### src/rtl/perm_pipe_pkg.sv
// Shared types and the round mapping for the permutation pipeline.
// Mapping works on max-width words so one function serves any DATA_W.
package perm_pipe_pkg;

  localparam int MAX_W  = 64;
  localparam int MAX_IW = 6;

  typedef logic [MAX_W-1:0]             word_t;
  typedef logic [MAX_W-1:0][MAX_IW-1:0] tbl_t;

  typedef enum logic [2:0] {
    RUN,
    DRAIN,
    LOAD,
    CHECK,
    ERROR
  } state_t;

  localparam logic MODE_ENC = 1'b0;
  localparam logic MODE_DEC = 1'b1;

  function automatic word_t perm_apply(
    input word_t x,
    input tbl_t  tbl,
    input logic  mode,
    input int    n
  );
    word_t y;
    y = '0;
    for (int i = 0; i < MAX_W; i++) begin
      if (i < n) begin
        if (mode == MODE_DEC) y[tbl[i]] = x[i];
        else                  y[i] = x[tbl[i]];
      end
    end
    return y;
  endfunction

endpackage

### src/rtl/perm_pipe_engine_if.sv
// Config and data-stream bundle of the permutation engine.
// slave = engine side, master = driver side.
interface perm_pipe_engine_if #(
  parameter int DATA_W = 8,
  parameter int IDX_W  = $clog2(DATA_W)
);

  logic              cfg_start;
  logic              cfg_wr;
  logic [IDX_W-1:0]  cfg_idx;
  logic [IDX_W-1:0]  cfg_data;
  logic              cfg_done;
  logic              cfg_busy;
  logic              perm_err;
  logic              in_valid;
  logic              in_ready;
  logic              in_mode;
  logic [DATA_W-1:0] data_in;
  logic              out_valid;
  logic              out_ready;
  logic [DATA_W-1:0] data_out;

  modport slave (
    input  cfg_start, cfg_wr, cfg_idx,
    input  cfg_data, cfg_done,
    input  in_valid, in_mode, data_in,
    input  out_ready,
    output cfg_busy, perm_err, in_ready,
    output out_valid, data_out
  );

  modport master (
    output cfg_start, cfg_wr, cfg_idx,
    output cfg_data, cfg_done,
    output in_valid, in_mode, data_in,
    output out_ready,
    input  cfg_busy, perm_err, in_ready,
    input  out_valid, data_out
  );

endinterface

### src/rtl/perm_pipe_engine_round.sv
// One permutation round: combinational mapping into a
// stage register that holds while the pipeline is stalled.
module perm_round
  import perm_pipe_pkg::*;
#(
  parameter int DATA_W = 8,
  parameter int IDX_W  = $clog2(DATA_W)
) (
  input  logic                         clk,
  input  logic                         rst,
  input  logic                         adv,
  input  logic [DATA_W-1:0][IDX_W-1:0] tbl,
  input  logic                         v_i,
  input  logic                         mode_i,
  input  logic [DATA_W-1:0]            d_i,
  output logic                         v_o,
  output logic                         mode_o,
  output logic [DATA_W-1:0]            d_o
);

  logic              v_d, v_q;
  logic              mode_d, mode_q;
  logic [DATA_W-1:0] d_d, d_q;
  tbl_t              tw;

  always_comb begin
    tw = '0;
    for (int i = 0; i < DATA_W; i++) begin
      tw[i] = MAX_IW'(tbl[i]);
    end
    v_d    = v_q;
    mode_d = mode_q;
    d_d    = d_q;
    if (adv) begin
      v_d    = v_i;
      mode_d = mode_i;
      d_d    = DATA_W'(perm_apply(word_t'(d_i), tw,
                                  mode_i, DATA_W));
    end
  end

  always_ff @(posedge clk) begin
    if (!rst) begin
      v_q    <= 1'b0;
      mode_q <= MODE_ENC;
      d_q    <= '0;
    end else begin
      v_q    <= v_d;
      mode_q <= mode_d;
      d_q    <= d_d;
    end
  end

  assign v_o    = v_q;
  assign mode_o = mode_q;
  assign d_o    = d_q;

endmodule

### src/rtl/perm_pipe_engine.sv
// Programmable bit-permutation pipeline with serial table load
// and a bijection check before the new table goes live.
module perm_pipe_engine
  import perm_pipe_pkg::*;
#(
  parameter  int DATA_W = 8,
  parameter  int ROUNDS = 1,
  localparam int IDX_W  = $clog2(DATA_W)
) (
  input logic         clk,
  input logic         rst,
  perm_pipe_engine_if.slave bus
);

  logic [DATA_W-1:0][IDX_W-1:0] tbl_d, tbl_q, ident;
  state_t                       state_d, state_q;
  logic [IDX_W-1:0]             k_d, k_q;
  logic [DATA_W-1:0]            seen_d, seen_q;

  logic [ROUNDS:0]             v;
  logic [ROUNDS:0]             m;
  logic [ROUNDS:0][DATA_W-1:0] d;
  logic                        stall, fire_in, pipe_busy;

  assign stall     = v[ROUNDS] && !bus.out_ready;
  assign fire_in   = bus.in_valid && bus.in_ready;
  assign pipe_busy = |v[ROUNDS:1];
  assign v[0]      = fire_in;
  assign m[0]      = bus.in_mode;
  assign d[0]      = bus.data_in;

  for (genvar r = 0; r < ROUNDS; r++) begin : g_round
    perm_round #(
      .DATA_W (DATA_W),
      .IDX_W  (IDX_W)
    ) u_round (
      .clk    (clk),
      .rst    (rst),
      .adv    (!stall),
      .tbl    (tbl_q),
      .v_i    (v[r]),
      .mode_i (m[r]),
      .d_i    (d[r]),
      .v_o    (v[r+1]),
      .mode_o (m[r+1]),
      .d_o    (d[r+1])
    );
  end

  always_comb begin
    for (int i = 0; i < DATA_W; i++) begin
      ident[i] = IDX_W'(i);
    end
    state_d = state_q;
    tbl_d   = tbl_q;
    k_d     = k_q;
    seen_d  = seen_q;
    unique case (state_q)
      RUN: begin
        // a beat accepted on this edge still needs draining
        if (bus.cfg_start) begin
          if (pipe_busy || fire_in) begin
            state_d = DRAIN;
          end else begin
            state_d = LOAD;
            tbl_d   = ident;
          end
        end
      end
      DRAIN: begin
        if (!pipe_busy) begin
          state_d = LOAD;
          tbl_d   = ident;
        end
      end
      LOAD: begin
        if (bus.cfg_done) begin
          state_d = CHECK;
          k_d     = '0;
          seen_d  = '0;
        end else if (bus.cfg_wr) begin
          tbl_d[bus.cfg_idx] = bus.cfg_data;
        end
      end
      CHECK: begin
        if (seen_q[tbl_q[k_q]]) begin
          state_d = ERROR;
        end else begin
          seen_d[tbl_q[k_q]] = 1'b1;
          if (k_q == IDX_W'(DATA_W-1)) state_d = RUN;
          else                         k_d = k_q + 1'b1;
        end
      end
      ERROR: begin
        if (bus.cfg_start) begin
          state_d = LOAD;
          tbl_d   = ident;
        end
      end
      default: state_d = RUN;
    endcase
  end

  always_ff @(posedge clk) begin
    if (!rst) begin
      state_q <= RUN;
      tbl_q   <= ident;
      k_q     <= '0;
      seen_q  <= '0;
    end else begin
      state_q <= state_d;
      tbl_q   <= tbl_d;
      k_q     <= k_d;
      seen_q  <= seen_d;
    end
  end

  assign bus.in_ready  = (state_q == RUN) && !stall;
  assign bus.out_valid = v[ROUNDS];
  assign bus.data_out  = d[ROUNDS];
  assign bus.perm_err  = (state_q == ERROR);
  assign bus.cfg_busy  = (state_q == DRAIN) ||
                         (state_q == LOAD) ||
                         (state_q == CHECK);

endmodule
### src/flat_wrapper.sv
// flat-port wrapper written by rule: the top's interface ports become plain ports
module perm_pipe_engine_flat import perm_pipe_pkg::*;
#(
  parameter  int DATA_W = 8,
  parameter  int ROUNDS = 1,
  localparam int IDX_W  = $clog2(DATA_W)
)
  (clk, rst, bus_cfg_start, bus_cfg_wr, bus_cfg_idx, bus_cfg_data, bus_cfg_done, bus_in_valid, bus_in_mode, bus_data_in, bus_out_ready, bus_cfg_busy, bus_perm_err, bus_in_ready, bus_out_valid, bus_data_out);
  perm_pipe_engine_if #(.DATA_W(DATA_W)) bus_i ();
  input logic clk;
  input logic rst;
  input wire logic [$bits(bus_i.cfg_start)-1:0] bus_cfg_start;
  input wire logic [$bits(bus_i.cfg_wr)-1:0] bus_cfg_wr;
  input wire logic [$bits(bus_i.cfg_idx)-1:0] bus_cfg_idx;
  input wire logic [$bits(bus_i.cfg_data)-1:0] bus_cfg_data;
  input wire logic [$bits(bus_i.cfg_done)-1:0] bus_cfg_done;
  input wire logic [$bits(bus_i.in_valid)-1:0] bus_in_valid;
  input wire logic [$bits(bus_i.in_mode)-1:0] bus_in_mode;
  input wire logic [$bits(bus_i.data_in)-1:0] bus_data_in;
  input wire logic [$bits(bus_i.out_ready)-1:0] bus_out_ready;
  output wire logic [$bits(bus_i.cfg_busy)-1:0] bus_cfg_busy;
  output wire logic [$bits(bus_i.perm_err)-1:0] bus_perm_err;
  output wire logic [$bits(bus_i.in_ready)-1:0] bus_in_ready;
  output wire logic [$bits(bus_i.out_valid)-1:0] bus_out_valid;
  output wire logic [$bits(bus_i.data_out)-1:0] bus_data_out;
  assign bus_i.cfg_start = bus_cfg_start;
  assign bus_i.cfg_wr = bus_cfg_wr;
  assign bus_i.cfg_idx = bus_cfg_idx;
  assign bus_i.cfg_data = bus_cfg_data;
  assign bus_i.cfg_done = bus_cfg_done;
  assign bus_i.in_valid = bus_in_valid;
  assign bus_i.in_mode = bus_in_mode;
  assign bus_i.data_in = bus_data_in;
  assign bus_i.out_ready = bus_out_ready;
  assign bus_cfg_busy = bus_i.cfg_busy;
  assign bus_perm_err = bus_i.perm_err;
  assign bus_in_ready = bus_i.in_ready;
  assign bus_out_valid = bus_i.out_valid;
  assign bus_data_out = bus_i.data_out;
  perm_pipe_engine #(.DATA_W(DATA_W), .ROUNDS(ROUNDS)) u_core (.clk(clk), .rst(rst), .bus(bus_i));
endmodule
### config.mk
export PLATFORM = sky130hd
export DESIGN_NAME = perm_pipe_engine_flat
export DESIGN_NICKNAME = d
export VERILOG_FILES = /design/src/rtl/perm_pipe_pkg.sv /design/src/rtl/perm_pipe_engine_if.sv /design/src/rtl/perm_pipe_engine_round.sv /design/src/rtl/perm_pipe_engine.sv /design/src/flat_wrapper.sv
export SDC_FILE = /design/constraint.sdc
export NUM_CORES = 1
export LEC_CHECK = 0
export CORE_UTILIZATION = 50
export DETAILED_ROUTE_END_ITERATION = 8
export PLACE_DENSITY = 0.7
export SLEW_MARGIN = 40
export SYNTH_ARGS = -nofsm -noshare
export SYNTH_HDL_FRONTEND = slang
export SYNTH_SLANG_ARGS = --single-unit
### constraint.sdc
create_clock -name clk -period 2.9 [get_ports clk]
set_input_delay 0.58 -clock clk [delete_from_list [all_inputs] [get_ports clk]]
set_output_delay 0.58 -clock clk [all_outputs]
set_load 0.02 [all_outputs]
==> impl_metrics.env <==
export IMPL_grt_overflow_total=0
export IMPL_synth_top_family_by_area="simple AND/OR/NAND/NOR gates"
export IMPL_drcViolationCount=0
export IMPL_syn2layout_area_growth_pct=14.3
export IMPL_cp_cell_sequence="mux2i_1 > mux4_2 > mux2i_2 > a22oi_2 > a2111oi_4 > o221a_1"
export IMPL_hold_class="reg -> reg"
export IMPL_worstPathRequired_ns=3.15
export IMPL_h_tree_depth=2
export IMPL_hold_viol=0
export IMPL_numCtsBuffers=5
export IMPL_yosysSeqAreaShare_pct=22.9
export IMPL_synth_edf_count=0
export IMPL_final_cell_mix="nand2_1 (50), dfxtp_1 (46), clkdlybuf4s50_1 (33), buf_4 (33), o21ai_0 (31)"
export IMPL_finalSetupViolations=0
export IMPL_min_period_ns=2.70
export IMPL_synth_compound_area_share_pct=27.4
export IMPL_grt_pass1_vias=3993
export IMPL_finalSetupTns_ns=0
export IMPL_maxSlewViolCount=0
export IMPL_die_w_um=92.7
export IMPL_max_cap_violations=0
export IMPL_endpoint_kind="flip-flop"
export IMPL_cts_clk_slew_worst_paths_ns=0.10
export IMPL_die_area_sq_um=8600
export IMPL_synthTopCellsByArea="dfxtp_1 (23%), mux4_2 (6.0%), mux2i_1 (5.8%), clkbuf_1 (4.6%), nand2_1 (4.6%)"
export IMPL_power_mw=1.84
export IMPL_rsz0062_at_grt="no"
export IMPL_cts_root_buf="clkbuf_8"
export IMPL_detail_route_wl_per_cell_um=19.0
export IMPL_dr_pass1_iters=6
export IMPL_powerDensity_nw_per_um2=392
export IMPL_path_buf_inv=0
export IMPL_num_antenna_cells=0
export IMPL_num_vias=4316
export IMPL_post_cts_buffers=0
export IMPL_slowest_stage="dfxtp_1"
export IMPL_initialDrtViolationCount=370
export IMPL_synth_net_count=561
export IMPL_cts_tree="done"
export IMPL_post_cts_resized=0
export IMPL_grt_usage_pct=30.3
export IMPL_final_common_cell="nand2_1"
export IMPL_cts_sinks=47
export IMPL_synth_area_leader_cell="dfxtp_1"
export IMPL_ys_ff_latch=47
export IMPL_critPathArrivalTime_ns=2.95
export IMPL_layout_drive_gt1_share_pct=11.9
export IMPL_finalNetCount=576
export IMPL_cts_buffer_depth=2
export IMPL_cp_start_kind="flip-flop"
export IMPL_synthArstFlopShare_pct=0
export IMPL_status="finished, final reports clean"
export IMPL_synth_cell_types=66
export IMPL_n_fill_cell=731
export IMPL_post_route_period_util_pct=93.0
export IMPL_fmax_mhz=371
export IMPL_grt_first_pass_wirelength_um=20800
export IMPL_via_per_inst=6.59
export IMPL_grt_max_degree=25
export IMPL_worstSkewPairLatency_ns=0.31
export IMPL_avgSynthCellArea_sq_um=7.67
export IMPL_synth_ff_type="dfxtp_1"
export IMPL_row_count=32
export IMPL_synth_area_sq_um=4120
export IMPL_path_class="reg -> reg"
export IMPL_ioPinCount=34
export IMPL_postCtsHoldBufs=0
export IMPL_coreArea_sq_um=7850
export IMPL_io_buffer_count=33
export IMPL_synthCells=537
export IMPL_tightest_slew_ns=0.667
export IMPL_dp_cells=647
export IMPL_synth_top_area_share_pct=22.9
export IMPL_wl_um=12400
export IMPL_die_h_um=92.7
export IMPL_finalNonFillerCells=655
export IMPL_ir_drop_mv=0.236
export IMPL_fin_skew_ns=0.0150
export IMPL_detail_route_antenna_nets=0
export IMPL_synth_fa_ha_area_share_pct=0.608
export IMPL_ys_warn_count=0
export IMPL_crit_family="multiplexers"
export IMPL_relSlewSlack_pct=55.1
export IMPL_leakage_nw=1.70
export IMPL_synth_xor_area_share_pct=0
export IMPL_synth_mux_area_share_pct=13.6
export IMPL_slowest_delay_ns=0.63
export IMPL_synthSimpleGateAreaFrac_pct=28.1
export IMPL_grt_antenna_before_repair=0
export IMPL_path_max_fanout=11
export IMPL_place_congestion=0.962
export IMPL_initial_utilization_pct=52.5
export IMPL_dp_hpwl_um=9220
-- state kept, by name, summed over array words and instances (netlist names) --
| name | flops |
|---|---|
| u_core.tbl_q | 24 |
| u_core.g_round.u_round.d_o | 8 |
| u_core.seen_q | 8 |
| u_core.k_q | 3 |
| u_core.state_q | 3 |
| u_core.g_round.u_round.v_o | 1 |
-- per-stage QoR --
stage / hold slack [ns] / util [%] / worst slack, ns / instance area (sq um)
after floorplan: 0.425 / - / 0.568 / 4120
after global placement: 0.444 / 58.5 / 0.210 / 4590
after detailed placement: 0.442 / 58.5 / 0.193 / 4590
after CTS: 0.461 / 59.9 / 0.168 / 4700
after global routing: 0.493 / 59.9 / 0.00496 / 4700
final: 0.459 / 59.9 / 0.204 / 4700
-- layout make-up --
class	instances	area, sq um	area share (%)
well taps	102	128	2.71
repair buffers	66	578	12.3
inverters	20	75.1	1.60
clock buffers	5	68.8	1.46
flip-flops and latches	47	942	20.0
multi-input cells	412	2870	60.9
clock inverters	3	46.3	0.984
-- Yosys cell counts, drive strengths merged, types with 11 or more instances --
master,count
inv,20
a21oi,19
o21ai,33
a22oi,17
mux4,11
nor2b,22
clkbuf,50
mux2i,25
nand2b,13
nor2,30
dfxtp,47
nand3b,14
o22ai,15
nand2,50
nor3,22
-- tightest hold or removal path: stages (launching register included) --
cell	delay, ns
dfxtp_1	0.33
inv_1	0.05
a21oi_1	0.05
-- per-layer routing --
layer  track usage (%)  wire length, um
met4              9.49              258
met5                 0                0
met3              7.06             1250
met2              45.3             5370
met1              42.8             5550
-- cells by family (layout without fill, tap and decap cells) --
kind of cell | Yosys count | after routing
AO/OA/AOI/OAI | 158 | 158
adder cells (fa/ha/maj) | 2 | 2
buffers and inverters | 78 | 94
flip-flops | 47 | 47
multiplexers | 41 | 41
AND/OR/NAND/NOR | 211 | 211
-- power by group --
part           switching, mW  total, mW  internal, mW  leakage [nW]
Clock                  0.244      0.504         0.260        0.0548
Combinational          0.356      0.609         0.253          1.26
Sequential            0.0530      0.731         0.678         0.383
Total                  0.652       1.84          1.19          1.70
-- final timing paths --
path	to	slack [ns]	from	depth (start not counted)
setup / recovery	u_core.state_q[0]	0.20	u_core.tbl_q[22]	6
hold reg to reg	u_core.seen_q[3]	0.46	u_core.seen_q[3]	2
hold / removal	u_core.seen_q[3]	0.46	u_core.seen_q[3]	2
setup reg to reg	u_core.state_q[0]	0.20	u_core.tbl_q[22]	6
No activity file was read; power rests on OpenSTA's default activity.
